[config.mk]
export PLATFORM = sky130hd
export DESIGN_NAME = multi_debouncer
export DESIGN_NICKNAME = d
export VERILOG_FILES = /design/src/rtl/multi_debouncer.sv
export SDC_FILE = /design/constraint.sdc
export NUM_CORES = 1
export LEC_CHECK = 0
export ABC_CLOCK_PERIOD_IN_PS = 2600
export BUFFER_PORTS_ARGS = -buffer_cell sky130_fd_sc_hd__buf_2
export CORE_MARGIN = 8
export CORE_UTILIZATION = 57
export CTS_BUF_LIST = sky130_fd_sc_hd__clkbuf_8
export DETAILED_ROUTE_END_ITERATION = 8
export PLACE_DENSITY = 0.85
export SLEW_MARGIN = 30
export SYNTH_ARGS = -nofsm -noshare
export SYNTH_HDL_FRONTEND = slang
export SYNTH_SLANG_ARGS = --single-unit
export TNS_END_PERCENT = 10
[constraint.sdc]
create_clock -name clk -period 2.6 [get_ports clk]
set_clock_uncertainty 0.2 [all_clocks]
set_input_delay 0.26 -clock clk [delete_from_list [all_inputs] [get_ports clk]]
set_output_delay 0.26 -clock clk [all_outputs]
set_load 0.02 [all_outputs]
[src/rtl/multi_debouncer.sv]
// Multi-channel button debouncer: 2-flop sync, per-channel stability counter, edge pulses.
// Optional long-press detection is built only when LONG_PRESS_EN is defined.
module multi_debouncer #(
    parameter int unsigned N_CH        = 4,
    parameter int unsigned CNT_W       = 16,
    parameter int unsigned STABLE_CNT  = 50000,
    parameter bit          ACTIVE_LOW  = 1'b0,
    parameter int unsigned LONG_W      = 26,
    parameter int unsigned LONG_CYCLES = 50000000
) (
    input  logic            clk,
    input  logic            rst,
    input  logic [N_CH-1:0] button,
    output logic [N_CH-1:0] btn_level,
    output logic [N_CH-1:0] btn_rise,
    output logic [N_CH-1:0] btn_fall,
    output logic [N_CH-1:0] btn_long,
    output logic            any_rise
);

    if (N_CH < 1 || N_CH > 32) begin : g_bad_n_ch
        $error("multi_debouncer: N_CH must be 1..32");
    end
    if (STABLE_CNT < 2 || 64'(STABLE_CNT) > (64'd1 << CNT_W)) begin : g_bad_stable
        $error("multi_debouncer: STABLE_CNT must be 2..2^CNT_W");
    end
    if (LONG_CYCLES < 1 || 64'(LONG_CYCLES) > ((64'd1 << LONG_W) - 64'd1)) begin : g_bad_long
        $error("multi_debouncer: LONG_CYCLES must be 1..2^LONG_W-1");
    end

    localparam logic [CNT_W-1:0] STABLE_MAX = CNT_W'(STABLE_CNT - 1);
    localparam logic [CNT_W-1:0] CNT_ONE    = CNT_W'(1);

    logic [N_CH-1:0]  pressed_raw;
    logic [N_CH-1:0]  sync1_q;
    logic [N_CH-1:0]  sync2_q;
    logic [CNT_W-1:0] cnt_q [N_CH];
    logic [CNT_W-1:0] cnt_d [N_CH];
    logic [N_CH-1:0]  level_q;
    logic [N_CH-1:0]  level_d;
    logic [N_CH-1:0]  rise_q;
    logic [N_CH-1:0]  rise_d;
    logic [N_CH-1:0]  fall_q;
    logic [N_CH-1:0]  fall_d;
    logic             any_rise_q;

    assign pressed_raw = ACTIVE_LOW ? ~button : button;

    // Counter tracks consecutive cycles the synchronized input disagrees with the level.
    always_comb begin
        level_d = level_q;
        rise_d  = '0;
        fall_d  = '0;
        for (int i = 0; i < int'(N_CH); i++) begin
            cnt_d[i] = '0;
            if (sync2_q[i] != level_q[i]) begin
                if (cnt_q[i] == STABLE_MAX) begin
                    level_d[i] = ~level_q[i];
                    rise_d[i]  = ~level_q[i];
                    fall_d[i]  = level_q[i];
                end else begin
                    cnt_d[i] = cnt_q[i] + CNT_ONE;
                end
            end
        end
    end

    always_ff @(posedge clk or posedge rst) begin
        if (rst) begin
            sync1_q    <= '0;
            sync2_q    <= '0;
            level_q    <= '0;
            rise_q     <= '0;
            fall_q     <= '0;
            any_rise_q <= 1'b0;
            for (int i = 0; i < int'(N_CH); i++) begin
                cnt_q[i] <= '0;
            end
        end else begin
            sync1_q    <= pressed_raw;
            sync2_q    <= sync1_q;
            level_q    <= level_d;
            rise_q     <= rise_d;
            fall_q     <= fall_d;
            any_rise_q <= |rise_d;
            for (int i = 0; i < int'(N_CH); i++) begin
                cnt_q[i] <= cnt_d[i];
            end
        end
    end

    assign btn_level = level_q;
    assign btn_rise  = rise_q;
    assign btn_fall  = fall_q;
    assign any_rise  = any_rise_q;

`ifdef LONG_PRESS_EN
    localparam logic [LONG_W-1:0] LONG_MAX  = LONG_W'(LONG_CYCLES);
    localparam logic [LONG_W-1:0] LONG_LAST = LONG_W'(LONG_CYCLES - 1);
    localparam logic [LONG_W-1:0] LONG_ONE  = LONG_W'(1);

    logic [LONG_W-1:0] hold_q [N_CH];
    logic [LONG_W-1:0] hold_d [N_CH];
    logic [N_CH-1:0]   long_q;
    logic [N_CH-1:0]   long_d;

    // Counting needs the level held both before and after this edge, so a release
    // landing on the terminal edge suppresses the pulse.
    always_comb begin
        long_d = '0;
        for (int i = 0; i < int'(N_CH); i++) begin
            hold_d[i] = '0;
            if (level_q[i] && level_d[i]) begin
                if (hold_q[i] != LONG_MAX) begin
                    hold_d[i] = hold_q[i] + LONG_ONE;
                    long_d[i] = (hold_q[i] == LONG_LAST);
                end else begin
                    hold_d[i] = hold_q[i];
                end
            end
        end
    end

    always_ff @(posedge clk or posedge rst) begin
        if (rst) begin
            long_q <= '0;
            for (int i = 0; i < int'(N_CH); i++) begin
                hold_q[i] <= '0;
            end
        end else begin
            long_q <= long_d;
            for (int i = 0; i < int'(N_CH); i++) begin
                hold_q[i] <= hold_d[i];
            end
        end
    end

    assign btn_long = long_q;
`else
    assign btn_long = '0;
`endif

endmodule
==> summary.md <==
| Metric | Value |
|---|---|
| Post-synth design cell area | 3830 um^2 |
| Clock Path Buffers | 2 |
| Non-filler instance count after layout | 478 |
| Area occupied by registers | 2130 um^2 |
| Placement row count | 30 |
| Cell Int Power | 0.00182 W |
| RR Startpoint | cnt_q[60] |
| Wire length after detailed routing | 6.95 mm |
| Required arrival time at the worst endpoint | 2.63 ns |
| Placed cell area | 4000 um^2 |
| Number of CTS-inserted buffers | 9 |
| Number of antenna violations at the first check in global routing | 0 |
| Number of nets with antenna violations after detailed routing | 0 |
| Post-layout power | 0.00239 W |
| Crit path capture type | flop |
| Fraction of layout instances using a drive strength above 1 | 12.1% |
| Hold Worst Slack | 0.153 ns |
| Type of the most critical hold path | flop to flop |
| CTS tree | done |
| PwrDens | 562 nW/um^2 |
| Inst Count DP | 457 |
| Count of port buffers added during placement | 18 |
| Post-route minimum period | 2.05 ns |
| Switching component of the power | 0.000570 W |
| Proportion of synthesized chip area in sequential cells | 55.6% |
| Placer Congestion | 0.842 |
| Vias in the first global route | 2679 |
| Number of search-and-repair iterations in the first detailed-routing pass | 5 |
| Ant. Diodes | 0 |
| Global-route wire length before repair | 12.3 mm |
| Share of async-settable or async-resettable flops after synthesis | 100% |
| Leakage component of the power | 1.79 nW |
| Maximum vdd ir drop | 0.000341 V |
| Crit share post-route | 78.9% |
| CTS clock-pin slew for the worst setup and hold paths | 0.09 ns |
| Largest driver fanout on the critical path | 15 |
| Area taken by multi-input logic gates | 1620 um^2 |
| Pin count of the biggest net entering global routing | 50 |
| Die Y | 98.0 um |
| Net switching fraction of the power | 23.9% |
| Max Freq | 488 MHz |
| CTS H-tree lvls | 3 |
| Max_slew headroom | 61.5% |
| Vias after detailed routing | 2665 |
| Total of warnings raised by yosys | 0 |
| Initial DRC count | 103 |
| Number of flops mapped to enable cells by yosys | 0 |
| Final Hold Vio Count | 0 |
| Max incr delay on CP | 0.46 ns |
| Number of nets in the layout | 403 |
| DRC violations left | 0 |
| Count of endpoints failing setup in the final report | 0 |
| Area enclosed by the die boundary | 9600 um^2 |
| Post-detailed-route via-to-cell ratio | 5.58 |
| Average wire per standard cell | 14.5 um |
| Depth of the worst register-to-register path | 4 |
| Area grow syn2layout | 11.0% |
| Critical path class | flop to flop |
| Total grt overflow | 0 |
| Slowest cell on the critical path | sky130_fd_sc_hd__nand2_1 |
| Slew @ Worst Pin | 0.578 ns |
| Post-cts sizing count | 0 |
| Post-synth cell types | 32 |
| Post-synthesis sequential element count | 85 |
| Top flip-flop cell by instance count after synthesis | sky130_fd_sc_hd__dfrtp_1 |
| Total non-filler cell area in the finished layout | 4250 um^2 |
| Top-Level Pins | 23 |
| FF-to-FF End | cnt_q[53] |
| Max cap viols | 0 |
| Setup slack of the most critical reg-to-reg path | 0.55 ns |
| Critical path origin | cnt_q[60] |
| Horiz. Die Dim | 98.0 um |
| Average cell area after synthesis | 10.6 um^2 |
| Setup repair after global routing missed its margin | false |
| Post-DP HPWL | 4.78 mm |
| End point of the critical path | cnt_q[53] |
| Initial standard-cell utilization of the core | 57.6% |
| Clock root cell | sky130_fd_sc_hd__clkbuf_8 |
| Number of pins exceeding their max-slew limit in the final report | 0 |
| Core area | 6640 um^2 |
| Combinational power share | 3.6% |
| Cell chain of the critical path | nor4bb_1, nand4_1, nand2_1, nor2_1 |
| Portion of total power attributed to the clock network | 39.3% |
| Worst Path Arrival | 2.08 ns |
| Outcome | finished, final reports clean |
| Global router's overall resource usage | 15.8% |
| Portion of total power attributed to sequential cells | 57.1% |
| Setup total negative slack | 0 ns |
| Clk Latency, worst-skew pair | 0.36 ns |
| Instance count of the mapped netlist | 362 |
| Worst setup SP type | flop |
| Clock Sink Count | 85 |
| Number of inserted filler cells in the final layout | 497 |
==> worst min path at each step <==
stage,cells past startpoint,startpoint,end,slack (ns)
floorplan,0,button[0],sync1_q[0],0.09
global placement,0,sync1_q[2],sync2_q[2],0.13
detailed placement,0,sync1_q[2],sync2_q[2],0.13
CTS,0,sync1_q[2],sync2_q[2],0.15
global route,0,sync1_q[3],sync2_q[3],0.16
finish,0,sync1_q[2],sync2_q[2],0.15
==> repair_timing <==
action                    CTS  global route
setup buffers               0             0
hold endpoints to repair   89             0
hold buffers                5             0
==> flip-flops by register name, indices dropped and copies added (netlist names) <==
name,flops
btn_level,4
sync1_q,4
sync2_q,4
cnt_q,64
btn_rise,4
any_rise,1
btn_fall,4
==> through the flow <==
step,utilization (%),setup slack [ns]
floorplan,-,0.718
global placement,60.3,0.668
detailed placement,60.3,0.569
CTS,64.0,0.562
global route,64.0,0.352
finish,64.0,0.550
==> cells in the final DEF (no fill, tap or decap), drive strengths merged, types with 3 or more instances in the layout <==
| master | Yosys | routed |
|---|---|---|
| dfrtp | 85 | 85 |
| xor2 | 11 | 11 |
| or3 | 3 | 3 |
| inv | 13 | 14 |
| a21oi | 4 | 4 |
| nand4 | 16 | 16 |
| and3 | 9 | 9 |
| nor4bb | 4 | 4 |
| nor3 | 13 | 13 |
| or4 | 4 | 4 |
| dlygate4sd3 | 0 | 5 |
| xnor2 | 45 | 45 |
| clkinv | 0 | 3 |
| nor4 | 15 | 15 |
| nor3b | 8 | 8 |
| o21ai | 3 | 3 |
| ha | 4 | 4 |
| nand2 | 16 | 16 |
| clkbuf | 4 | 9 |
| nand3 | 22 | 22 |
| mux2 | 4 | 4 |
| nor4b | 5 | 5 |
| nor2 | 64 | 64 |
| buf | 4 | 20 |
| conb | 1 | 4 |
==> power groups by stage <==
stage	Sequential [W]	Combinational, W	Clock (W)
2_1_floorplan	0.00138	0.0000657	0
4_1_cts	0.00136	0.0000871	0.000953
6_report	0.00136	0.0000852	0.000938
3_3_place_gp	0.00139	0.0000792	0
3_5_place_dp	0.00139	0.0000817	0
5_1_grt	0.00137	0.0000991	0.00101
==> cells by family after synthesis <==
logic type / Yosys count / share of synthesized area (%)
adders and majority gates: 4 / 1.31
buffers and inverters: 21 / 2.45
other: 1 / 0.0979
AOI/OAI and AO/OA: 8 / 1.11
muxes: 4 / 1.18
DFF: 85 / 55.6
and+or+nand+nor: 183 / 25.5
xor gates and xnor gates: 56 / 12.8
==> layout make-up <==
| type | count | area share [%] |
|---|---|---|
| inverters | 13 | 1.24 |
| multi-input cells | 259 | 38.1 |
| flip-flops and latches | 85 | 50.0 |
| repair buffers | 25 | 3.65 |
| clock buffers | 9 | 2.91 |
| clock inverters | 7 | 1.74 |
| well taps | 80 | 2.35 |
==> metal layers <==
metal	global-route usage, %	up-vias	wire [um]
met1	20.1	1288	3340
met2	24.4	62	3160
met4	9.35	0	179
met5	0	-	0
met3	3.13	12	280
li1	-	1303	-
==> critical path: cells and delay by family (launching register included) <==
kind	cells	cell delay, ns
flip-flops	1	0.45
AND/OR/NAND/NOR	4	1.26
==> synthesized netlist by cell type, types with 2 or more instances <==
cell type	count	area [um^2]
sky130_fd_sc_hd__a21oi_1	4	20.0
sky130_fd_sc_hd__and3_1	9	56.3
sky130_fd_sc_hd__buf_4	4	30.0
sky130_fd_sc_hd__clkbuf_1	4	15.0
sky130_fd_sc_hd__dfrtp_1	85	2130
sky130_fd_sc_hd__ha_1	4	50.1
sky130_fd_sc_hd__inv_1	13	48.8
sky130_fd_sc_hd__mux2_2	4	45.0
sky130_fd_sc_hd__nand2_1	15	56.3
sky130_fd_sc_hd__nand3_1	19	95.1
sky130_fd_sc_hd__nand3_2	3	30.0
sky130_fd_sc_hd__nand4_1	16	100
sky130_fd_sc_hd__nor2_1	64	240
sky130_fd_sc_hd__nor3_1	13	65.1
sky130_fd_sc_hd__nor3b_1	8	60.1
sky130_fd_sc_hd__nor4_1	15	93.8
sky130_fd_sc_hd__nor4b_1	5	43.8
sky130_fd_sc_hd__nor4bb_1	4	40.0
sky130_fd_sc_hd__o21ai_0	3	15.0
sky130_fd_sc_hd__or3_1	2	12.5
sky130_fd_sc_hd__or4_1	3	22.5
sky130_fd_sc_hd__xnor2_1	45	394
sky130_fd_sc_hd__xor2_1	11	96.3
Note: power is estimated with default switching activity, not from simulation.
